[src/rtl/ps2_pkg.sv]
// Shared scancode constants, receiver state encoding and the direction-key test
// for the PS/2 direction receiver.
package ps2_pkg;

  localparam logic [7:0] KEY_W    = 8'h1D;
  localparam logic [7:0] KEY_S    = 8'h1B;
  localparam logic [7:0] KEY_A    = 8'h1C;
  localparam logic [7:0] KEY_D    = 8'h23;
  localparam logic [7:0] SC_BREAK = 8'hF0;
  localparam logic [7:0] SC_EXT   = 8'hE0;
  localparam logic [7:0] DIR_NONE = 8'h00;

  typedef enum logic [1:0] {
    IDLE,
    DATA,
    PARITY,
    STOP
  } rx_state_t;

  function automatic logic is_direction(input logic [7:0] b);
    return (b == KEY_W) || (b == KEY_S) || (b == KEY_A) || (b == KEY_D);
  endfunction

endpackage

[src/rtl/ps2_line_filter.sv]
// Two-flop synchronizer followed by a debounce filter for one raw PS/2 line;
// the filtered level idles high and flips only after FILTER_LEN equal samples.
module ps2_line_filter #(
  parameter int FILTER_LEN = 4
) (
  input  logic clk,
  input  logic rst_n,
  input  logic line_i,
  output logic line_o
);

  localparam int CW = $clog2(FILTER_LEN + 1);

  logic          sync1_q, sync1_d;
  logic          sync2_q, sync2_d;
  logic          level_q, level_d;
  logic [CW-1:0] cnt_q,   cnt_d;

  always_comb begin
    sync1_d = line_i;
    sync2_d = sync1_q;
    level_d = level_q;
    cnt_d   = cnt_q;
    // Count consecutive samples that disagree with the accepted level.
    if (sync2_q == level_q) begin
      cnt_d = '0;
    end else if (cnt_q == CW'(FILTER_LEN - 1)) begin
      level_d = sync2_q;
      cnt_d   = '0;
    end else begin
      cnt_d = cnt_q + CW'(1);
    end
  end

  always_ff @(posedge clk or negedge rst_n) begin
    if (!rst_n) begin
      sync1_q <= 1'b1;
      sync2_q <= 1'b1;
      level_q <= 1'b1;
      cnt_q   <= '0;
    end else begin
      sync1_q <= sync1_d;
      sync2_q <= sync2_d;
      level_q <= level_d;
      cnt_q   <= cnt_d;
    end
  end

  assign line_o = level_q;

endmodule

[src/rtl/ps2_direction_rx.sv]
// PS/2 keyboard frame receiver that holds the current W/S/A/D make code in
// letra and clears it when the matching break sequence arrives.
module ps2_direction_rx
  import ps2_pkg::*;
#(
  parameter int FILTER_LEN     = 4,
  parameter int TIMEOUT_CYCLES = 50000
) (
  input  logic       clk,
  input  logic       rst_n,
  input  logic       ps2_clk,
  input  logic       ps2_data,
  output logic [7:0] letra,
  output logic [7:0] scancode,
  output logic       code_valid,
  output logic       frame_err
);

  localparam int            TW      = $clog2(TIMEOUT_CYCLES);
  localparam logic [TW-1:0] TMO_MAX = TW'(TIMEOUT_CYCLES - 1);

  logic          clk_f, data_f, fall;
  logic          clk_prev_q, clk_prev_d;
  rx_state_t     state_q, state_d;
  logic [2:0]    bit_cnt_q, bit_cnt_d;
  logic [7:0]    shift_q, shift_d;
  logic          par_q, par_d;
  logic [TW-1:0] tmo_q, tmo_d;
  logic [7:0]    scancode_q, scancode_d;
  logic [7:0]    letra_q, letra_d;
  logic          code_valid_q, code_valid_d;
  logic          frame_err_q, frame_err_d;
  logic          brk_q, brk_d;
  logic          ext_q, ext_d;
  logic          timeout, frame_ok, frame_bad;

  ps2_line_filter #(.FILTER_LEN(FILTER_LEN)) u_clk_filter (
    .clk    (clk),
    .rst_n  (rst_n),
    .line_i (ps2_clk),
    .line_o (clk_f)
  );

  ps2_line_filter #(.FILTER_LEN(FILTER_LEN)) u_data_filter (
    .clk    (clk),
    .rst_n  (rst_n),
    .line_i (ps2_data),
    .line_o (data_f)
  );

  assign clk_prev_d = clk_f;
  assign fall       = clk_prev_q & ~clk_f;

  // A stalled frame is abandoned even if a fall lands in the same cycle.
  assign timeout   = (state_q != IDLE) && (tmo_q == TMO_MAX);
  assign frame_ok  = !timeout && fall && (state_q == STOP) && data_f && (^{shift_q, par_q});
  assign frame_bad = timeout ||
                     (fall && (state_q == STOP) && !frame_ok) ||
                     (fall && (state_q == IDLE) && data_f);

  always_ff @(posedge clk or negedge rst_n) begin
    if (!rst_n) state_q <= IDLE;
    else        state_q <= state_d;
  end

  always_comb begin
    state_d = state_q;
    if (timeout) begin
      state_d = IDLE;
    end else if (fall) begin
      case (state_q)
        IDLE:    if (!data_f) state_d = DATA;
        DATA:    if (bit_cnt_q == 3'd7) state_d = PARITY;
        PARITY:  state_d = STOP;
        STOP:    state_d = IDLE;
        default: state_d = IDLE;
      endcase
    end
  end

  always_comb begin
    bit_cnt_d = bit_cnt_q;
    shift_d   = shift_q;
    par_d     = par_q;
    if (fall && !timeout) begin
      case (state_q)
        IDLE:    bit_cnt_d = '0;
        DATA: begin
          shift_d   = {data_f, shift_q[7:1]};
          bit_cnt_d = bit_cnt_q + 3'd1;
        end
        PARITY:  par_d = data_f;
        default: ;
      endcase
    end
    tmo_d = tmo_q;
    if (fall)                                      tmo_d = '0;
    else if ((state_q != IDLE) && (tmo_q != TMO_MAX)) tmo_d = tmo_q + TW'(1);
  end

  always_comb begin
    code_valid_d = frame_ok;
    frame_err_d  = frame_bad;
    scancode_d   = scancode_q;
    letra_d      = letra_q;
    brk_d        = brk_q;
    ext_d        = ext_q;
    if (frame_ok) begin
      scancode_d = shift_q;
      if (shift_q == SC_BREAK) begin
        brk_d = 1'b1;
      end else if (shift_q == SC_EXT) begin
        ext_d = 1'b1;
      end else begin
        // Extended sequences, including E0 F0 xx, never touch letra.
        if (brk_q && !ext_q && (shift_q == letra_q)) letra_d = DIR_NONE;
        else if (!brk_q && !ext_q && is_direction(shift_q)) letra_d = shift_q;
        brk_d = 1'b0;
        ext_d = 1'b0;
      end
    end
  end

  always_ff @(posedge clk or negedge rst_n) begin
    if (!rst_n) begin
      clk_prev_q   <= 1'b1;
      bit_cnt_q    <= '0;
      shift_q      <= '0;
      par_q        <= 1'b0;
      tmo_q        <= '0;
      scancode_q   <= '0;
      letra_q      <= DIR_NONE;
      code_valid_q <= 1'b0;
      frame_err_q  <= 1'b0;
      brk_q        <= 1'b0;
      ext_q        <= 1'b0;
    end else begin
      clk_prev_q   <= clk_prev_d;
      bit_cnt_q    <= bit_cnt_d;
      shift_q      <= shift_d;
      par_q        <= par_d;
      tmo_q        <= tmo_d;
      scancode_q   <= scancode_d;
      letra_q      <= letra_d;
      code_valid_q <= code_valid_d;
      frame_err_q  <= frame_err_d;
      brk_q        <= brk_d;
      ext_q        <= ext_d;
    end
  end

  assign letra      = letra_q;
  assign scancode   = scancode_q;
  assign code_valid = code_valid_q;
  assign frame_err  = frame_err_q;

endmodule

[config.mk]
export PLATFORM = sky130hd
export DESIGN_NAME = ps2_direction_rx
export DESIGN_NICKNAME = d
export VERILOG_FILES = /design/src/rtl/ps2_pkg.sv /design/src/rtl/ps2_line_filter.sv /design/src/rtl/ps2_direction_rx.sv
export SDC_FILE = /design/constraint.sdc
export NUM_CORES = 1
export LEC_CHECK = 0
export CAP_MARGIN = 10
export CORE_AREA = 2 2 70 79
export CTS_BUF_LIST = sky130_fd_sc_hd__clkbuf_16
export CTS_CLUSTER_DIAMETER = 200
export DETAILED_ROUTE_END_ITERATION = 10
export DIE_AREA = 0 0 72 81
export DONT_BUFFER_PORTS = 1
export GPL_TIMING_DRIVEN = 1
export PLACE_DENSITY = 0.77
export SYNTH_ARGS = -nofsm -noshare
export SYNTH_HDL_FRONTEND = slang
export SYNTH_SLANG_ARGS = --single-unit
[constraint.sdc]
create_clock -name clk -period 2.25 [get_ports clk]
set_clock_uncertainty 0.05 [all_clocks]
set_input_delay 0.45 -clock clk [delete_from_list [all_inputs] [get_ports clk]]
set_output_delay 0.45 -clock clk [all_outputs]
set_load 0.01 [all_outputs]
* Yosys cells after proc, flatten, opt, wreduce, memory -nomap -nowiden *
Cells that the tools add are included.

word-level totals
  register bits = 63
  bits in latches = 0
  RAM bits = 0
  bits in read-only memories = 0
  input port bits = 4
  output and inout port bits = 18
  word-level logic and storage cells = 106
  memories kept = 0

operators by class
  add/subtract/negate cells = 4
  multipliers = 0
  div/mod/pow operators = 0
  $lt $le $gt $ge = 0
  equal/unequal tests = 20
  shift operators = 0
  muxes and demuxes = 17
  bitwise logic cells = 6
  reductions and logical operators = 39

operators with widths
  operator                                                         count
  16-bit two-way mux                                               2
  8-bit by 5-bit == test with 1-bit output, second input constant  3
  16-bit by 1-bit adder with 16-bit output, second input constant  1
  16-bit == test, second input constant                            1
  8-bit == test, second input constant                             2
  8-bit two-way mux                                                2
  16-bit != test, second input constant                            1
  1-bit logical AND                                                14
  2-bit AND reduction                                              7
  3-bit two-way mux                                                4
  2-bit nonzero test                                               5
  3-bit by 1-bit adder with 3-bit output, second input constant    3
  9-bit XOR reduction                                              1
  8-bit by 6-bit == test with 1-bit output, second input constant  1
  8-bit == test                                                    1
  2-bit two-way mux                                                4
  2-bit one-hot mux with 4 select lines                            1
  3-bit by 2-bit == test with 1-bit output, second input constant  2
  3-bit != test, second input constant                             2
  3-bit one-hot mux with 2 select lines                            1
  1-bit logical OR                                                 5
  1-bit NOT                                                        5
  2-bit == test, second input constant                             2
  1-bit zero test                                                  4
  9 further kinds                                                  12

* Longest topological paths before layout *
  word-level depth = 11
  mapped depth = 8
  depth with buffers taken out = 8

* Modules after synthesis *
A second synthesis with hierarchy kept.

unflattened totals
  cells, all modules = 254
  area total of the unflattened synthesis = 3118.0 um2

by module, submodules not included
  module            times used  cells each  area an instance (um2)  seq. area each (um2)
  ps2_direction_rx  1           228         2677.6                  1277.5
  ps2_line_filter   2           13          220.2                   153.9

* Worst setup path after synthesis *
No wires, ideal clock.

  path kind = reg2reg
  from = register shift_q[1]
  to = register scancode_q[1] (netlist: scancode[1])
  setup time = 0.125 ns
  arrival = 1.829 ns
  slack = 0.246 ns
  stages on the path, launching flop included = 8
  path buffers = 2
  cells stage by stage = dfrtp_1 buf_4 xnor2_1 xnor3_1 xnor2_2 nand3_2 buf_6 mux2_4

on the way
  longest elaborated chain between the ends = 2

RTL lines
  what                      line                     RTL
  start: declaration        ps2_direction_rx.sv:26   logic [7:0] shift_q, shift_d;
  start signal: assignment  ps2_direction_rx.sv:140  shift_q <= shift_d;
  9-bit XOR reduction       ps2_direction_rx.sv:56   assign frame_ok = !timeout && fall && (state_q == STOP) && data_f && (^{shift_q, par_q});
  1-bit logical AND         ps2_direction_rx.sv:56
  end signal: assignment    ps2_direction_rx.sv:143  scancode_q <= scancode_d;
  end: declaration          ps2_direction_rx.sv:29   logic [7:0] scancode_q, scancode_d;

Parallel ways exist; a longest one is shown, timed or not.
A chain may end at the register's enable or synchronous reset.

* Final worst setup path *
  from = register tmo_q[4]
  to = register scancode_q[6] (netlist: scancode[6])

on the way
  longest elaborated chain between the ends = 7

RTL lines
  what                            line                     RTL
  start: declaration              ps2_direction_rx.sv:28   logic [TW-1:0] tmo_q, tmo_d;
  start signal: assignment        ps2_direction_rx.sv:142  tmo_q <= tmo_d;
  16-bit == test                  ps2_direction_rx.sv:55   assign timeout = (state_q != IDLE) && (tmo_q == TMO_MAX);
  1-bit logical AND               ps2_direction_rx.sv:55
  1-bit zero test                 ps2_direction_rx.sv:56
  1-bit logical AND (4 in a row)  ps2_direction_rx.sv:56

Every way passes these cells.

==> results.txt <==
The floorplan step defined a core boundary enclosing ~5100 sq um. The wire-length estimate of the detail-placed layout is ~3.6 mm. The first global-routing pass estimated 9.34 mm of wire.

Prior to clock tree synthesis, the placed netlist has a worst setup slack of 96.1 ps. The deepest level of the CTS H-tree is 3. The sequential share of power is 0.395.

The depth of the worst register-to-register path came out at 6. The number of distinct library cells after synthesis came out at 46. The most common cell in the synthesized netlist is sky130_fd_sc_hd__dfrtp_1. The sequential cell area fraction in the yosys report came out at 0.522. In the global route stage, overall resource usage came out at 0.212. TritonCTS built the clock tree.

The met1 routed wirelength after detailed routing is about 2.4 mm. Excluding fillers, the count of instances in the completed layout stands at approximately 350. Setup repair after global routing left no endpoint under its margin. The TritonCTS buffer count is 9. Static timing analysis puts the maximum clock frequency at 480 MHz. The combined area of the multi-input logic cells is 1320 sq um.

The worst setup path is captured at a flip-flop. During I/O placement, the number of pins put on the boundary was 22. Of the post-synthesis cell area, the dominant cell type holds 0.462. The internal cell power is roughly 2.7 mW. The biggest area contributor in the post-synthesis netlist is sky130_fd_sc_hd__dfrtp_1. The run finished with clean final reports. The detailed router used layers up to and including met4. The net switching power of the design came out at between 1 and 1.5 mW.

The summed instance area of the synthesized netlist came out at about 3000 sq um. The insertion delay of the later-clocked pin in the worst-skew pair came out at between 300 and 400 ps. The worst setup margin is approximately 170 ps. The part of the total power dissipated in the clock network came out at 0.330. VDD sags by at most roughly 0.65 mV. The total number of placement rows came out at 28. In the routed layout, each cell is associated on average with a via count of 5.66. The maximum number of pins on one net before global-route repair is between 60 and 70. The wire length reported by the detailed router is 5.48 mm.

The max-slew violation count was 0. The count of nets left with antenna violations once routing finished came out at 0. The total via count in the routed design is 1970. Setup violations remaining at the end of the flow were counted as 0. Sorting the synthesized cells by area gives the leading types as sky130_fd_sc_hd__dfrtp_1 46%, sky130_fd_sc_hd__dfstp_2 6.1%, sky130_fd_sc_hd__xnor2_1 4.6%. The total power after layout came out at 3.91 mW. The total congestion overflow is 0.

The deepest clock path buffer count came out at 2. The global placer's final weighted congestion is between 0.7 and 0.8. The hold violation total from the final report came out at 0. The net total in the final layout is slightly below 300. The proportion of register bits with asynchronous set or reset after synthesis came out at 1.00. The share of the core filled with cells in the final layout came out at 0.675. Counting instances, the worst hold path has a depth of 0. The number of DRC markers after the initial detailed-route iteration is 87. The count of maximum capacitance violations came out at 0.

The number of inserted diodes came out at 0. The number of buffer cells added on primary ports is 0. The most used flip-flop cell after synthesis is sky130_fd_sc_hd__dfrtp_1.

The average routed wire per standard cell came out at between 15 and 20 um. Counting every sink on the clock net gives between 60 and 70. The layout overhead on the synthesized area came out at 14.5%. The tightest min-delay check is of the primary input to flip-flop type. The aggregate negative setup slack came out at 0 ps. Counting the fill cells in the layout gives between 300 and 400. The cell occurring most often along the worst timing path is sky130_fd_sc_hd__buf_4.

The headroom to the max-slew limit is 0.691. The first-pass iteration count of the detailed router came out at 4. The number of global-route vias before repair came out at 2015. The data arrival at the endpoint of the critical path is 2240 ps. In the final layout, the share of cells above drive strength 1 is 0.188. The Yosys warning count is 0. Traced cell by cell, the critical path runs through nor4b_1 -> nand4_1 -> buf_4 -> nand3_2 -> buf_4 -> mux2_4. The post-route clock period utilization came out at 0.925. In the synthesized netlist, the number of instances is 268. The worst path in the final design needs a cycle of between 2000 and 2500 ps, including I/O delays and setup.

The die span in x is about 72 um. For this design, the slowest cell found on the critical path is sky130_fd_sc_hd__nor4b_1. Clock-pin slew was measured on the worst setup and hold paths at roughly 50 ps.

The per-instance average area after synthesis is between 10 and 15 sq um. The critical-path maximum fanout came out at 6. The root buffer cell is sky130_fd_sc_hd__clkbuf_16. The net count of the mapped netlist came out at 282. The post-route DRC violation count came out at 0. In the detailed route, the total length drawn on met3 is 160 um. The count of placed standard cells including taps is between 300 and 400.

For the pin with the worst max-slew slack, the measured transition is approximately 460 ps. The data required time at the worst endpoint came out at roughly 2400 ps. The total power divided by cell area is about 1100 nW/um^2.

The floorplan die area came out at ~5800 sq um. The leakage power of the design came out at between 1.5 and 2 nW. The setup path with the least slack is of type flip-flop to flip-flop. In the final layout, flip-flops and latches occupy between 1500 and 2000 sq um. The number of storage elements in the synthesis netlist is 63. The synthesized design contains 0 enable-type register cells. The height of the die is roughly 80 um. STA classifies the critical path startpoint as a flip-flop. By count the netlist is led by 56 x sky130_fd_sc_hd__dfrtp_1, 20 x sky130_fd_sc_hd__nor2_1, 19 x sky130_fd_sc_hd__nand2_1.

The initial cell density of the core is 0.589. The part of the total power dissipated in combinational logic is 0.275. The wire length on met2 came out at approximately 2.8 mm.

The initial antenna violation count is 0. The fraction of power spent switching nets came out at 0.305. The largest stage delay on the critical path is approximately 480 ps.
placed cells by master, fill, tap and decap left out, types with 5 or more instances in the layout:
cell type | netlist | layout
sky130_fd_sc_hd__buf_4 | 1 | 12
sky130_fd_sc_hd__clkbuf_16 | 0 | 9
sky130_fd_sc_hd__dfrtp_1 | 56 | 56
sky130_fd_sc_hd__dfstp_2 | 7 | 7
sky130_fd_sc_hd__ha_1 | 10 | 10
sky130_fd_sc_hd__inv_1 | 16 | 17
sky130_fd_sc_hd__mux2_2 | 10 | 10
sky130_fd_sc_hd__mux2_4 | 5 | 5
sky130_fd_sc_hd__mux2i_1 | 6 | 6
sky130_fd_sc_hd__nand2_1 | 19 | 19
sky130_fd_sc_hd__nand3_1 | 12 | 12
sky130_fd_sc_hd__nor2_1 | 20 | 20
sky130_fd_sc_hd__nor3_1 | 7 | 7
sky130_fd_sc_hd__nor3b_1 | 5 | 5
sky130_fd_sc_hd__o21ai_0 | 11 | 11
sky130_fd_sc_hd__xnor2_1 | 16 | 16
sky130_fd_sc_hd__xor2_1 | 12 | 12
worst paths after layout:
kind | slack, ps | startpoint | to
min in group asynchronous | 610 | rst_n | u_clk_filter.cnt_q[2]
setup / recovery | 170 | tmo_q[4] | scancode[6]
max in group asynchronous | 1250 | rst_n | u_data_filter.line_o
hold reg to reg | 300 | u_clk_filter.sync1_q | u_clk_filter.sync2_q
setup reg to reg | 170 | tmo_q[4] | scancode[6]
hold / removal | 70 | ps2_clk | u_clk_filter.sync1_q
cells by family after synthesis:
logic type / after synthesis / share of synthesized area
AOI/OAI and AO/OA: 24 / 0.0569
xor gates and xnor gates: 30 / 0.0936
adders and majority gates: 10 / 0.0412
buffers and inverters: 28 / 0.0420
DFF: 63 / 0.522
muxes: 21 / 0.0816
and+or+nand+nor: 92 / 0.162
metal layers:
metal | vias up | track usage
met5 | - | 0
met4 | 0 | 0.109
met3 | 13 | 0.0521
met2 | 45 | 0.353
met1 | 971 | 0.255
li1 | 941 | -
flip-flops by register name (all words and copies together) (netlist names), 2 cells and up:
signal               count
bit_cnt_q                3
state_q                  2
shift_q                  8
tmo_q                   16
u_data_filter.cnt_q      3
scancode                 8
letra                    8
u_clk_filter.cnt_q       3
through the flow:
step | hold WS (ps) | area (sq um)
3_5_place_dp | 106 | 3150
3_3_place_gp | 106 | 3150
6_report | 68.0 | 3470
2_1_floorplan | 104 | 3040
4_1_cts | 58.9 | 3470
5_1_grt | 56.2 | 3470
repair_timing:
action | 4_1_cts | 5_1_grt
buffers inserted | 0 | 1
hold buffers | 2 | 0
hold endpoints to repair | 63 | 0
endpoints found under the setup margin | 0 | 17
gates resized for setup | 0 | 0
power groups by stage:
stage          combinational [mW]  sequential, mW  clock, mW
2_1_floorplan               0.858            1.48          0
3_3_place_gp                 1.00            1.54          0
3_5_place_dp                 1.04            1.56          0
4_1_cts                      1.08            1.54       1.31
5_1_grt                      1.21            1.58       1.36
6_report                     1.08            1.55       1.29
critical path, delay by kind of cell, from the launching register on:
kind | cells | cell delay (ps)
and+or+nand+nor | 3 | 800
DFF | 1 | 430
buffers and inverters | 2 | 380
muxes | 1 | 300
cell type report:
| type | count | area share |
|---|---|---|
| clock buffer | 9 | 0.0648 |
| clock inverter | 7 | 0.0158 |
| inverter | 17 | 0.0184 |
| tap | 60 | 0.0216 |
| multi-input combinational | 177 | 0.381 |
| timing repair buffer | 15 | 0.0425 |
| sequential | 63 | 0.456 |
Note: power is estimated with default switching activity, not from simulation.
